## src/rtl/skin_mask_pkg.sv

```systemverilog
// Shared types and width helpers for the skin-mask frame classifier.
package skin_mask_pkg;

    // Frame controller states
    typedef enum logic [2:0] {
        IDLE,
        STREAM,
        DIV_X,
        DIV_Y,
        REPORT
    } state_t;

    // Power-on chroma window suggestions for a typical skin tone
    localparam int U_LO_DEF = 26;
    localparam int U_HI_DEF = 74;
    localparam int V_LO_DEF = 0;
    localparam int V_HI_DEF = 255;

    // Bits needed to index n positions (at least one bit)
    function automatic int coordWidth(input int n);
        return (n > 1) ? $clog2(n) : 1;
    endfunction

    // Bits needed to hold a pixel count from 0 to w*h inclusive
    function automatic int countWidth(input int w, input int h);
        return $clog2(w * h + 1);
    endfunction

    // Bits needed for a coordinate sum over every pixel of the frame
    function automatic int sumWidth(input int w, input int h);
        int cw;
        cw = (coordWidth(w) > coordWidth(h)) ? coordWidth(w) : coordWidth(h);
        return cw + countWidth(w, h);
    endfunction

endpackage

```

## src/rtl/skin_mask_frame_if.sv

```systemverilog
// Pixel-in / mask-out stream bundle between a pixel source, the classifier and its sink.
interface skin_mask_frame_if #(
    parameter int COLOR_DEPTH = 8
);
    logic                   in_valid;
    logic                   in_ready;
    logic [COLOR_DEPTH-1:0] in_r;
    logic [COLOR_DEPTH-1:0] in_g;
    logic [COLOR_DEPTH-1:0] in_b;
    logic                   out_valid;
    logic                   out_ready;
    logic [COLOR_DEPTH-1:0] out_pixel;
    logic                   out_last;

    // Environment side: supplies pixels and drains the mask
    modport master (
        output in_valid, in_r, in_g, in_b, out_ready,
        input  in_ready, out_valid, out_pixel, out_last
    );

    // Classifier side: consumes pixels and produces the mask
    modport slave (
        input  in_valid, in_r, in_g, in_b, out_ready,
        output in_ready, out_valid, out_pixel, out_last
    );
endinterface

```

## src/rtl/skin_mask_frame_seq_divider.sv

```systemverilog
// Restoring unsigned divider, one quotient bit per cycle; divisor is never zero.
module seq_divider #(
    parameter int N = 16,
    parameter int D = 8
) (
    input  logic         clk,
    input  logic         rst_n,
    input  logic         start,
    input  logic [N-1:0] dividend,
    input  logic [D-1:0] divisor,
    output logic         busy,
    output logic         done,
    output logic [N-1:0] quotient
);
    localparam int CNTW = $clog2(N + 1);

    logic [N-1:0]    work_q, work_d;
    logic [D-1:0]    rem_q, rem_d;
    logic [D-1:0]    div_q, div_d;
    logic [CNTW-1:0] bitCnt_q, bitCnt_d;
    logic            busy_q, busy_d;
    logic            done_q, done_d;
    logic [D:0]      trial;
    logic [D-1:0]    trialDiff;

    // One restoring step: shift in the next dividend bit and subtract when it fits
    always_comb begin
        trial     = {rem_q, work_q[N-1]};
        trialDiff = trial[D-1:0] - div_q;
        work_d    = work_q;
        rem_d     = rem_q;
        div_d     = div_q;
        bitCnt_d  = bitCnt_q;
        busy_d    = busy_q;
        done_d    = 1'b0;
        if (start && !busy_q) begin
            work_d   = dividend;
            rem_d    = '0;
            div_d    = divisor;
            bitCnt_d = CNTW'(N);
            busy_d   = 1'b1;
        end else if (busy_q) begin
            if (trial >= {1'b0, div_q}) begin
                rem_d  = trialDiff;
                work_d = {work_q[N-2:0], 1'b1};
            end else begin
                rem_d  = trial[D-1:0];
                work_d = {work_q[N-2:0], 1'b0};
            end
            bitCnt_d = bitCnt_q - CNTW'(1);
            if (bitCnt_q == CNTW'(1)) begin
                busy_d = 1'b0;
                done_d = 1'b1;
            end
        end
    end

    // Divider state registers
    always_ff @(posedge clk or negedge rst_n) begin
        if (!rst_n) begin
            work_q   <= '0;
            rem_q    <= '0;
            div_q    <= '0;
            bitCnt_q <= '0;
            busy_q   <= 1'b0;
            done_q   <= 1'b0;
        end else begin
            work_q   <= work_d;
            rem_q    <= rem_d;
            div_q    <= div_d;
            bitCnt_q <= bitCnt_d;
            busy_q   <= busy_d;
            done_q   <= done_d;
        end
    end

    assign busy     = busy_q;
    assign done     = done_q;
    assign quotient = work_q;

endmodule

```

## src/rtl/skin_mask_frame.sv

```systemverilog
// Streams one RGB frame, emits a 0/all-ones skin mask and reports bbox, count and centroid.
module skin_mask_frame
    import skin_mask_pkg::*;
#(
    parameter int WIDTH       = 256,
    parameter int HEIGHT      = 256,
    parameter int COLOR_DEPTH = 8
) (
    input  logic                                 clk,
    input  logic                                 rst_n,
    input  logic                                 start,
    input  logic [COLOR_DEPTH-1:0]               u_lo,
    input  logic [COLOR_DEPTH-1:0]               u_hi,
    input  logic [COLOR_DEPTH-1:0]               v_lo,
    input  logic [COLOR_DEPTH-1:0]               v_hi,
    skin_mask_frame_if.slave                     pix,
    output logic                                 busy,
    output logic                                 result_valid,
    output logic                                 found,
    output logic [countWidth(WIDTH, HEIGHT)-1:0] count,
    output logic [coordWidth(WIDTH)-1:0]         cx,
    output logic [coordWidth(HEIGHT)-1:0]        cy,
    output logic [coordWidth(WIDTH)-1:0]         min_x,
    output logic [coordWidth(WIDTH)-1:0]         max_x,
    output logic [coordWidth(HEIGHT)-1:0]        min_y,
    output logic [coordWidth(HEIGHT)-1:0]        max_y
);
    localparam int XW = coordWidth(WIDTH);
    localparam int YW = coordWidth(HEIGHT);
    localparam int CW = countWidth(WIDTH, HEIGHT);
    localparam int SW = sumWidth(WIDTH, HEIGHT);
    localparam logic [XW-1:0] X_LAST  = XW'(WIDTH - 1);
    localparam logic [YW-1:0] Y_LAST  = YW'(HEIGHT - 1);
    localparam logic [SW-1:0] X_LIMIT = SW'(WIDTH - 1);
    localparam logic [SW-1:0] Y_LIMIT = SW'(HEIGHT - 1);

    state_t state_q, state_d;

    logic [XW-1:0] posX_q, posX_d;
    logic [YW-1:0] posY_q, posY_d;
    logic [SW-1:0] sumX_q, sumX_d;
    logic [SW-1:0] sumY_q, sumY_d;
    logic [CW-1:0] cnt_q, cnt_d;
    logic [XW-1:0] minX_q, minX_d, maxX_q, maxX_d;
    logic [YW-1:0] minY_q, minY_d, maxY_q, maxY_d;

    logic [COLOR_DEPTH-1:0] uLo_q, uLo_d, uHi_q, uHi_d;
    logic [COLOR_DEPTH-1:0] vLo_q, vLo_d, vHi_q, vHi_d;

    logic                   outValid_q, outValid_d;
    logic [COLOR_DEPTH-1:0] outPixel_q, outPixel_d;
    logic                   outLast_q, outLast_d;

    logic          divPending_q, divPending_d;
    logic [XW-1:0] cxInt_q, cxInt_d;
    logic [YW-1:0] cyInt_q, cyInt_d;

    logic          resValid_q, resValid_d;
    logic          resFound_q, resFound_d;
    logic [CW-1:0] resCount_q, resCount_d;
    logic [XW-1:0] resCx_q, resCx_d, resMinX_q, resMinX_d, resMaxX_q, resMaxX_d;
    logic [YW-1:0] resCy_q, resCy_d, resMinY_q, resMinY_d, resMaxY_q, resMaxY_d;

    logic [COLOR_DEPTH-1:0] uVal, vVal;
    logic                   isSkin;
    logic                   inReady;
    logic                   accept;
    logic                   lastPix;
    logic                   divStart, divBusy, divDone;
    logic [SW-1:0]          divDividend, divQuotient;
    logic [XW-1:0]          cxQuot;
    logic [YW-1:0]          cyQuot;

    // Saturating chroma differences and the window test against the latched thresholds
    always_comb begin
        uVal = '0;
        vVal = '0;
        if (pix.in_r > pix.in_g) uVal = pix.in_r - pix.in_g;
        if (pix.in_b > pix.in_g) vVal = pix.in_b - pix.in_g;
        isSkin = (uLo_q < uVal) && (uVal < uHi_q) && (vLo_q <= vVal) && (vVal <= vHi_q);
    end

    assign inReady     = (state_q == STREAM) && (!outValid_q || pix.out_ready);
    assign accept      = pix.in_valid && inReady;
    assign lastPix     = (posX_q == X_LAST) && (posY_q == Y_LAST);
    assign divStart    = ((state_q == DIV_X) || (state_q == DIV_Y)) && !divPending_q && !divBusy;
    assign divDividend = (state_q == DIV_Y) ? sumY_q : sumX_q;
    assign cxQuot      = (divQuotient > X_LIMIT) ? X_LAST : divQuotient[XW-1:0];
    assign cyQuot      = (divQuotient > Y_LIMIT) ? Y_LAST : divQuotient[YW-1:0];

    seq_divider #(
        .N(SW),
        .D(CW)
    ) uDivider (
        .clk      (clk),
        .rst_n    (rst_n),
        .start    (divStart),
        .dividend (divDividend),
        .divisor  (cnt_q),
        .busy     (divBusy),
        .done     (divDone),
        .quotient (divQuotient)
    );

    // Frame controller: stream accounting, divider sequencing and result publication
    always_comb begin
        state_d      = state_q;
        posX_d       = posX_q;
        posY_d       = posY_q;
        sumX_d       = sumX_q;
        sumY_d       = sumY_q;
        cnt_d        = cnt_q;
        minX_d       = minX_q;
        maxX_d       = maxX_q;
        minY_d       = minY_q;
        maxY_d       = maxY_q;
        uLo_d        = uLo_q;
        uHi_d        = uHi_q;
        vLo_d        = vLo_q;
        vHi_d        = vHi_q;
        outValid_d   = outValid_q;
        outPixel_d   = outPixel_q;
        outLast_d    = outLast_q;
        divPending_d = divPending_q;
        cxInt_d      = cxInt_q;
        cyInt_d      = cyInt_q;
        resValid_d   = 1'b0;
        resFound_d   = resFound_q;
        resCount_d   = resCount_q;
        resCx_d      = resCx_q;
        resCy_d      = resCy_q;
        resMinX_d    = resMinX_q;
        resMaxX_d    = resMaxX_q;
        resMinY_d    = resMinY_q;
        resMaxY_d    = resMaxY_q;

        if (divStart) begin
            divPending_d = 1'b1;
        end else if (divDone) begin
            divPending_d = 1'b0;
        end

        if (pix.out_ready) begin
            outValid_d = 1'b0;
            outLast_d  = 1'b0;
        end

        case (state_q)
            IDLE: begin
                if (start) begin
                    uLo_d   = u_lo;
                    uHi_d   = u_hi;
                    vLo_d   = v_lo;
                    vHi_d   = v_hi;
                    posX_d  = '0;
                    posY_d  = '0;
                    sumX_d  = '0;
                    sumY_d  = '0;
                    cnt_d   = '0;
                    minX_d  = X_LAST;
                    minY_d  = Y_LAST;
                    maxX_d  = '0;
                    maxY_d  = '0;
                    state_d = STREAM;
                end
            end
            STREAM: begin
                if (accept) begin
                    outValid_d = 1'b1;
                    outPixel_d = isSkin ? '1 : '0;
                    outLast_d  = lastPix;
                    if (isSkin) begin
                        sumX_d = sumX_q + SW'(posX_q);
                        sumY_d = sumY_q + SW'(posY_q);
                        cnt_d  = cnt_q + CW'(1);
                        if (posX_q < minX_q) minX_d = posX_q;
                        if (posX_q > maxX_q) maxX_d = posX_q;
                        if (posY_q < minY_q) minY_d = posY_q;
                        if (posY_q > maxY_q) maxY_d = posY_q;
                    end
                    if (posX_q == X_LAST) begin
                        posX_d = '0;
                        posY_d = posY_q + YW'(1);
                    end else begin
                        posX_d = posX_q + XW'(1);
                    end
                    if (lastPix) begin
                        state_d = ((cnt_q != '0) || isSkin) ? DIV_X : REPORT;
                    end
                end
            end
            DIV_X: begin
                if (divDone) begin
                    cxInt_d = cxQuot;
                    state_d = DIV_Y;
                end
            end
            DIV_Y: begin
                if (divDone) begin
                    cyInt_d = cyQuot;
                    state_d = REPORT;
                end
            end
            REPORT: begin
                resValid_d = 1'b1;
                resFound_d = (cnt_q != '0);
                resCount_d = cnt_q;
                if (cnt_q != '0) begin
                    resCx_d   = cxInt_q;
                    resCy_d   = cyInt_q;
                    resMinX_d = minX_q;
                    resMaxX_d = maxX_q;
                    resMinY_d = minY_q;
                    resMaxY_d = maxY_q;
                end else begin
                    resCx_d   = '0;
                    resCy_d   = '0;
                    resMinX_d = '0;
                    resMaxX_d = '0;
                    resMinY_d = '0;
                    resMaxY_d = '0;
                end
                state_d = IDLE;
            end
            default: state_d = IDLE;
        endcase
    end

    // Controller, accumulator, mask output and result registers
    always_ff @(posedge clk or negedge rst_n) begin
        if (!rst_n) begin
            state_q      <= IDLE;
            posX_q       <= '0;
            posY_q       <= '0;
            sumX_q       <= '0;
            sumY_q       <= '0;
            cnt_q        <= '0;
            minX_q       <= '0;
            maxX_q       <= '0;
            minY_q       <= '0;
            maxY_q       <= '0;
            uLo_q        <= '0;
            uHi_q        <= '0;
            vLo_q        <= '0;
            vHi_q        <= '0;
            outValid_q   <= 1'b0;
            outPixel_q   <= '0;
            outLast_q    <= 1'b0;
            divPending_q <= 1'b0;
            cxInt_q      <= '0;
            cyInt_q      <= '0;
            resValid_q   <= 1'b0;
            resFound_q   <= 1'b0;
            resCount_q   <= '0;
            resCx_q      <= '0;
            resCy_q      <= '0;
            resMinX_q    <= '0;
            resMaxX_q    <= '0;
            resMinY_q    <= '0;
            resMaxY_q    <= '0;
        end else begin
            state_q      <= state_d;
            posX_q       <= posX_d;
            posY_q       <= posY_d;
            sumX_q       <= sumX_d;
            sumY_q       <= sumY_d;
            cnt_q        <= cnt_d;
            minX_q       <= minX_d;
            maxX_q       <= maxX_d;
            minY_q       <= minY_d;
            maxY_q       <= maxY_d;
            uLo_q        <= uLo_d;
            uHi_q        <= uHi_d;
            vLo_q        <= vLo_d;
            vHi_q        <= vHi_d;
            outValid_q   <= outValid_d;
            outPixel_q   <= outPixel_d;
            outLast_q    <= outLast_d;
            divPending_q <= divPending_d;
            cxInt_q      <= cxInt_d;
            cyInt_q      <= cyInt_d;
            resValid_q   <= resValid_d;
            resFound_q   <= resFound_d;
            resCount_q   <= resCount_d;
            resCx_q      <= resCx_d;
            resCy_q      <= resCy_d;
            resMinX_q    <= resMinX_d;
            resMaxX_q    <= resMaxX_d;
            resMinY_q    <= resMinY_d;
            resMaxY_q    <= resMaxY_d;
        end
    end

    assign pix.in_ready  = inReady;
    assign pix.out_valid = outValid_q;
    assign pix.out_pixel = outPixel_q;
    assign pix.out_last  = outLast_q;
    assign busy          = (state_q != IDLE);
    assign result_valid  = resValid_q;
    assign found         = resFound_q;
    assign count         = resCount_q;
    assign cx            = resCx_q;
    assign cy            = resCy_q;
    assign min_x         = resMinX_q;
    assign max_x         = resMaxX_q;
    assign min_y         = resMinY_q;
    assign max_y         = resMaxY_q;

endmodule

```

## src/flat_wrapper.sv

```systemverilog
// flat-port wrapper written by rule: the top's interface ports become plain ports
module skin_mask_frame_flat import skin_mask_pkg::*;
#(
    parameter int WIDTH       = 256,
    parameter int HEIGHT      = 256,
    parameter int COLOR_DEPTH = 8
)
  (clk, rst_n, start, u_lo, u_hi, v_lo, v_hi, busy, result_valid, found, count, cx, cy, min_x, max_x, min_y, max_y, pix_in_valid, pix_in_r, pix_in_g, pix_in_b, pix_out_ready, pix_in_ready, pix_out_valid, pix_out_pixel, pix_out_last);
  skin_mask_frame_if #(.COLOR_DEPTH(COLOR_DEPTH)) pix_i ();
  input  logic clk;
  input  logic rst_n;
  input  logic start;
  input  logic [COLOR_DEPTH-1:0] u_lo;
  input  logic [COLOR_DEPTH-1:0] u_hi;
  input  logic [COLOR_DEPTH-1:0] v_lo;
  input  logic [COLOR_DEPTH-1:0] v_hi;
  output logic busy;
  output logic result_valid;
  output logic found;
  output logic [countWidth(WIDTH, HEIGHT)-1:0] count;
  output logic [coordWidth(WIDTH)-1:0] cx;
  output logic [coordWidth(HEIGHT)-1:0] cy;
  output logic [coordWidth(WIDTH)-1:0] min_x;
  output logic [coordWidth(WIDTH)-1:0] max_x;
  output logic [coordWidth(HEIGHT)-1:0] min_y;
  output logic [coordWidth(HEIGHT)-1:0] max_y;
  input wire logic [$bits(pix_i.in_valid)-1:0] pix_in_valid;
  input wire logic [$bits(pix_i.in_r)-1:0] pix_in_r;
  input wire logic [$bits(pix_i.in_g)-1:0] pix_in_g;
  input wire logic [$bits(pix_i.in_b)-1:0] pix_in_b;
  input wire logic [$bits(pix_i.out_ready)-1:0] pix_out_ready;
  output wire logic [$bits(pix_i.in_ready)-1:0] pix_in_ready;
  output wire logic [$bits(pix_i.out_valid)-1:0] pix_out_valid;
  output wire logic [$bits(pix_i.out_pixel)-1:0] pix_out_pixel;
  output wire logic [$bits(pix_i.out_last)-1:0] pix_out_last;
  assign pix_i.in_valid = pix_in_valid;
  assign pix_i.in_r = pix_in_r;
  assign pix_i.in_g = pix_in_g;
  assign pix_i.in_b = pix_in_b;
  assign pix_i.out_ready = pix_out_ready;
  assign pix_in_ready = pix_i.in_ready;
  assign pix_out_valid = pix_i.out_valid;
  assign pix_out_pixel = pix_i.out_pixel;
  assign pix_out_last = pix_i.out_last;
  skin_mask_frame #(.WIDTH(WIDTH), .HEIGHT(HEIGHT), .COLOR_DEPTH(COLOR_DEPTH)) u_core (.clk(clk), .rst_n(rst_n), .start(start), .u_lo(u_lo), .u_hi(u_hi), .v_lo(v_lo), .v_hi(v_hi), .pix(pix_i), .busy(busy), .result_valid(result_valid), .found(found), .count(count), .cx(cx), .cy(cy), .min_x(min_x), .max_x(max_x), .min_y(min_y), .max_y(max_y));
endmodule
```

## config.mk

```make
export PLATFORM = sky130hd
export DESIGN_NAME = skin_mask_frame_flat
export DESIGN_NICKNAME = d
export VERILOG_FILES = /design/src/rtl/skin_mask_pkg.sv /design/src/rtl/skin_mask_frame_if.sv /design/src/rtl/skin_mask_frame_seq_divider.sv /design/src/rtl/skin_mask_frame.sv /design/src/flat_wrapper.sv
export SDC_FILE = /design/constraint.sdc
export NUM_CORES = 1
export LEC_CHECK = 0
export ABC_AREA = 1
export BUFFER_PORTS_ARGS = -buffer_cell sky130_fd_sc_hd__buf_2
export CAP_MARGIN = 5
export CORE_UTILIZATION = 41
export CTS_CLUSTER_DIAMETER = 80
export DETAILED_ROUTE_END_ITERATION = 10
export PLACE_DENSITY_LB_ADDON = 0.3
export SLEW_MARGIN = 20
export SYNTH_ARGS = -nofsm -noshare
export SYNTH_HDL_FRONTEND = slang
export SYNTH_HIERARCHICAL = 1
export SYNTH_SLANG_ARGS = --single-unit
```

## constraint.sdc

```tcl
create_clock -name clk -period 4.1 [get_ports clk]
set_input_delay 0.41 -clock clk [delete_from_list [all_inputs] [get_ports clk]]
set_output_delay 0.41 -clock clk [all_outputs]
set_load 0.02 [all_outputs]
```

==> results of run 1 <==
==> critical path, delay by kind of cell <==
kind	cells	cell delay, ns
buffers and inverters	3	0.31
AO/OA/AOI/OAI	6	0.64
adder cells (fa/ha/maj)	3	0.85
AND/OR/NAND/NOR	16	1.91
==> synth_stat cells, drive strengths merged (3+ instances only) <==
cell type / number
buf: 31
a21oi: 94
nand4: 47
or2: 26
o211ai: 22
o21bai: 8
xnor2: 11
a21boi: 3
a21o: 5
clkbuf: 51
nand3b: 16
o221ai: 11
nor3: 28
o21a: 3
nand3: 145
ha: 115
mux2: 25
nor4: 9
nand2: 685
xor2: 12
fa: 5
nor2: 139
inv: 318
dfrtp: 303
a22oi: 4
o21ai: 232
==> report_power, final <==
part | total (uW) | internal [uW] | switching, uW
combinational | 339 | 116 | 223
sequential | 2990 | 2990 | 2.10
clock | 3290 | 1970 | 1320
==> per-stage QoR <==
stage	util	total power, uW	hold slack [ns]
after CTS	0.4762	6723	0.05294
after floorplan	-	3238	0.1144
final	0.4763	6623	0.07860
after global placement	0.4480	3383	0.4496
after global routing	0.4763	6882	0.07409
after detailed placement	0.4480	3389	0.4584
==> final timing paths <==
| kind | cells past startpoint | endpoint | startpoint |
|---|---|---|---|
| min in group asynchronous | 2 | u_core/min_y[3] | rst_n |
| worst max-delay path | 28 | u_core/minY_q[5] | pix_in_g[0] |
| worst min-delay path | 2 | u_core/pix.out_valid | pix_out_ready |
| worst min register to register | 2 | u_core/minX_q[4] | u_core/minX_q[4] |
| max in group asynchronous | 3 | u_core/sumX_q[16] | rst_n |
| worst max register to register | 9 | u_core/minY_q[5] | u_core/state_q[0] |
==> state kept, by name (all words and copies together) (netlist names), 17 cells and up <==
| signal | count |
|---|---|
| u_core/uDivider/div_q | 17 |
| u_core/uDivider/quotient | 25 |
| u_core/sumX_q | 25 |
| u_core/sumY_q | 25 |
| u_core/uDivider/rem_q | 17 |
| u_core/count | 17 |
| u_core/cnt_q | 17 |
==> routing by layer <==
| layer | share of wire | global-route usage | wire length, um | vias up |
|---|---|---|---|---|
| met4 | 0.019 | 0.06078 | 867 | 0 |
| li1 | - | - | - | 7928 |
| met2 | 0.46 | 0.3462 | 21300 | 393 |
| met1 | 0.47 | 0.2944 | 21980 | 7398 |
| met5 | 0 | 0 | 0 | - |
| met3 | 0.049 | 0.03131 | 2297 | 66 |
==> timing repair <==
| item | 4_1_cts | 5_1_grt |
|---|---|---|
| hold endpoints to repair | 50 | 0 |
| setup endpoints to repair | 0 | 0 |
| hold buffers | 1 | 0 |
==> kinds of logic (layout without fill, tap and decap cells) <==
group,count (synthesis),in the layout,share of synthesized area
simple gates,1100,1100,0.2629
buf+inv,402,548,0.08915
compound gates,388,388,0.1195
flops,303,303,0.4172
fa+ha+maj,120,120,0.08468
mux,25,25,0.01549
xor+xnor,23,23,0.01108
==> final cells by class <==
| cell class | count | area (um2) |
|---|---|---|
| fillers | 4245 | 22710 |
| multi-input cells | 1656 | 8980 |
| flip-flops and latches | 303 | 7582 |
| inverters | 320 | 1201 |
| clock buffers | 49 | 1032 |
| repair buffers | 164 | 945.9 |
| well taps | 585 | 732.0 |
| clock inverters | 15 | 180.2 |
==> flow_summary.ini, run 1 <==
[floorplan]
die_h_um = 212.5
rows = 76
start_util = 0.4191
core_mm2 = 0.04336
die_area_mm2 = 0.04518
die_w_um = 212.5
ios = 140

[logic_synthesis]
yosys_most_used_dff = dfrtp_1
synth-edff-count = 0
yosys_warnings = 6
syn-num-nets = 2542
synth_cells = 2361
yosys-top-cells-area = dfrtp_1 42%, nand2_1 14%, ha_1 7.9%
synth-seq-cells = 303
ys_seq_area_frac = 0.4172
async_reset_ff_frac = 1.000
synth.avg_cell_area_um2 = 7.698
synth_top_area_frac = 0.4172
yosysTopAreaCell = dfrtp_1
syn_area_mm2 = 0.01817
synth.distinct_cells = 56

[setup_path]
crit_arrival_ns = 4.13
cpMostUsedCell = nand2_1
worst_setup_path_start_kind = primary input
reg2reg_slack_ns = 0.84
cp-end-kind = flip-flop
crit_type = in2reg
slowest_delay_ns = 0.40
cp_slowest_cell = fa_1
cp_max_fo = 9
required_ns = 4.54

[layout]
area_growth_pct = 13.64
final_cell_mix = 664 x nand2_1, 312 x inv_1, 303 x dfrtp_1, 162 x o21ai_0, 142 x nand3_1
fin_nets = 2663
postLayoutCellArea_mm2 = 0.02065
antenna_cells = 0
final_common_cell = nand2_1
stdcell_count = 3092
drive_above_1_share = 0.1292

[global_route]
grt_usage = 0.2132
grt_max_degree = 113
grt_pass1_wl_um = 77470
grt_antenna_before_repair = 0
grt_pass1_vias = 15355
grt-ovfl-total = 0

[timing]
tns_ns = 0
fin_skew_ns = 0.02256
max_freq_mhz = 270.7
setup_viol = 0
finalCritPeriodShare = 0.9010
tightest_slew_ns = 0.9576
setup_ws_ns = 0.4061
hold_viol = 0
finalCriticalPeriod_ns = 3.694
drv_slew = 0
rsz0062_at_grt = false
max_slew_margin = 0.3592

[detailed_routing]
drtAntennaViolNets = 0
dr.pass1.iters = 6
routed_via_density = 5.105
drc = 0
drt_wl_total_um = 46440
num_vias = 15785
drt_iter0_drc = 1236
wl_per_cell_um = 15.02

[run]
drv_cap = 0

[status]
status = finished, final reports clean

[clocking]
clockRootBuffer = clkbuf_16
cts_tree = done
clk_pin_slew_worst_paths_ns = 0.06
clock_sinks = 303
clock_path_buffers = 3
cts_resized = 0
cts_setup_buffers = 0
htree_levels = 2
clock_latency_ns = 0.55
cts_made_buffers = 37

[placement]
dpl_cell_area_mm2 = 0.01943
post-place-ws_ns = -0.1379
hpwlAfterDp_um = 33740
place_congestion = 0.8896
place_inst = 3027
numPortBuffers = 139

[power]
leakage_uw = 0.01048
p_per_area_mw_per_mm2 = 320.7
peakVddDrop_uv = 304.3

[worst_hold_path]
hold_path_class = in2reg
Note: power is estimated with default switching activity, not from simulation.
==> run 2, diff against run 1 <==
--- a/config.mk
+++ b/config.mk
@@ -8,7 +8,7 @@
 export ABC_AREA = 1
 export BUFFER_PORTS_ARGS = -buffer_cell sky130_fd_sc_hd__buf_2
 export CAP_MARGIN = 5
-export CORE_UTILIZATION = 41
+export CORE_UTILIZATION = 56
 export CTS_CLUSTER_DIAMETER = 80
 export DETAILED_ROUTE_END_ITERATION = 10
 export PLACE_DENSITY_LB_ADDON = 0.3
==> run 2 against run 1 <==
  * The flow now finishes with violations (negative hold slack)
  * Clock-buffer cell count shrank 5
  * Clock power shrank 8.2%
  * Critical path depth grew 1
  * First-iteration DRC count shrank 6.4%
  * Sequential power is essentially flat
  * Highest routed layer unchanged
  * Fmax grew 1.5%
  * Clock skew shrank 0.0048 ns
  * Worst setup slack gained 0.053 ns
==> flow_summary.ini, run 2 (synthesis results as in run 1) <==
[timing]
drv_slew = 0
setup_viol = 0
finalCriticalPeriod_ns = 3.641
finalCritPeriodShare = 0.8880
max_slew_margin = 0.3260
fin_skew_ns = 0.01777
rsz0062_at_grt = false
holdWs_ns = -0.01281
hold_viol = 3
max_freq_mhz = 274.7
tightest_slew_ns = 1.011

[setup_path]
cp_slowest_cell = fa_1
slowest_delay_ns = 0.39
cp-end-kind = flip-flop
reg2reg_slack_ns = 1.19
r2r-end = u_core/minY_q[4]
cpMostUsedCell = nand2_1
required_ns = 4.47
worst_setup_path_start_kind = primary input
worstReg2RegStart = u_core/state_q[0]
worstRegToRegCells = 9
crit_arrival_ns = 4.01
cp_max_fo = 46
crit_type = in2reg

[layout]
drive_above_1_share = 0.1295
n_fill_cell = 2735
multi_input_area_mm2 = 0.008982
final_common_cell = nand2_1
final_util = 0.6409
antenna_cells = 0
final_cell_mix = 664 x nand2_1, 312 x inv_1, 303 x dfrtp_1, 162 x o21ai_0, 141 x nand3_1
area_growth_pct = 11.85
fin_nets = 2659
regArea_mm2 = 0.007582

[detailed_routing]
wl_per_cell_um = 15.63
drt_iter0_drc = 1157
num_vias = 16089
routed_via_density = 5.542
drtAntennaViolNets = 0
drt_wl_total_um = 45360
drc = 0
dr.pass1.iters = 7

[floorplan]
start_util = 0.5730
die_h_um = 182.2
core_mm2 = 0.03172
rows = 65
die_area_mm2 = 0.03318
die_w_um = 182.2
ios = 140

[global_route]
grt_pass1_wl_um = 76590
use_met3 = 0.03572
grt_use_met1 = 0.3797
grt.busiest_layer = met2
grt_usage = 0.2805
grt_pass1_vias = 15631
grt-ovfl-total = 0
met2_usage = 0.4731
grt_antenna_before_repair = 0
grt_max_degree = 130

[power]
p_per_area_mw_per_mm2 = 312.6
leakage_uw = 0.01043
peakVddDrop_uv = 310.7
power_uw = 6355

[clocking]
clock_path_buffers = 3
cts_made_buffers = 35
clk_pin_slew_worst_paths_ns = 0.06
htree_levels = 2
clockRootBuffer = clkbuf_16
cts_setup_buffers = 0
cts_tree = done
hold_buffers = 0
clock_latency_ns = 0.51
cts_resized = 0
clock_sinks = 303

[status]
violations = negative hold slack
status = finished, violations left

[placement]
numPortBuffers = 139
hpwlAfterDp_um = 33130
place_congestion = 0.9092

[worst_hold_path]
hold_path_class = in2async

[run]
drv_cap = 0
run 2: worst max path at each step:
stage / start / to / slack (ns) / depth (start not counted)
after floorplan: pix_in_b[0] / u_core/sumX_q[15] / 0.46 / 30
after global placement: pix_in_g[2] / u_core/cnt_q[4] / 0.03 / 28
after detailed placement: pix_in_g[0] / u_core/cnt_q[7] / -0.20 / 29
final: pix_in_g[0] / u_core/cnt_q[7] / 0.46 / 29
after CTS: pix_in_g[0] / u_core/cnt_q[13] / 0.32 / 27
after global routing: pix_in_g[0] / u_core/cnt_q[6] / 0.03 / 29
run 2: where the power goes:
part	total, uW	internal (uW)	switching [uW]
combinational	342	120	222
sequential	3000	2990	3.02
clock	3020	1790	1230
total	6360	4900	1460
run 2: worst max-delay path, delay by kind of cell:
kind | cells | cell delay [ns]
compound gates | 7 | 0.74
fa+ha+maj | 3 | 0.84
buf+inv | 4 | 0.51
simple gates | 15 | 1.49
run 2: final cells by class:
cell class              instances  share of cell area
clock buffers                  44             0.04721
well taps                     402             0.02474
inverters                     320             0.05909
flip-flops and latches        303              0.3730
repair buffers                162             0.04690
clock inverters                16            0.007201
multi-input cells            1656              0.4419
run 2: metal layers:
layer,share of wire,up-vias
li1,-,7916
met1,0.45,7590
met2,0.47,501
met3,0.058,82
met4,0.023,0
met5,0,-
run 2: per-stage QoR:
step / std cells / hold slack, ns / setup TNS, ns / setup slack, ns / cell area, um2
after CTS: 2903 / 0.07433 / 0 / 0.3175 / 20310
final: 2903 / -0.01281 / 0 / 0.4593 / 20330
after floorplan: 2361 / 0.1144 / 0 / 0.4550 / 18170
after global placement: 2843 / 0.4459 / 0 / 0.02648 / 19200
after global routing: 2903 / 0.1078 / 0 / 0.02895 / 20330
after detailed placement: 2843 / 0.4530 / -5.333 / -0.1972 / 19200
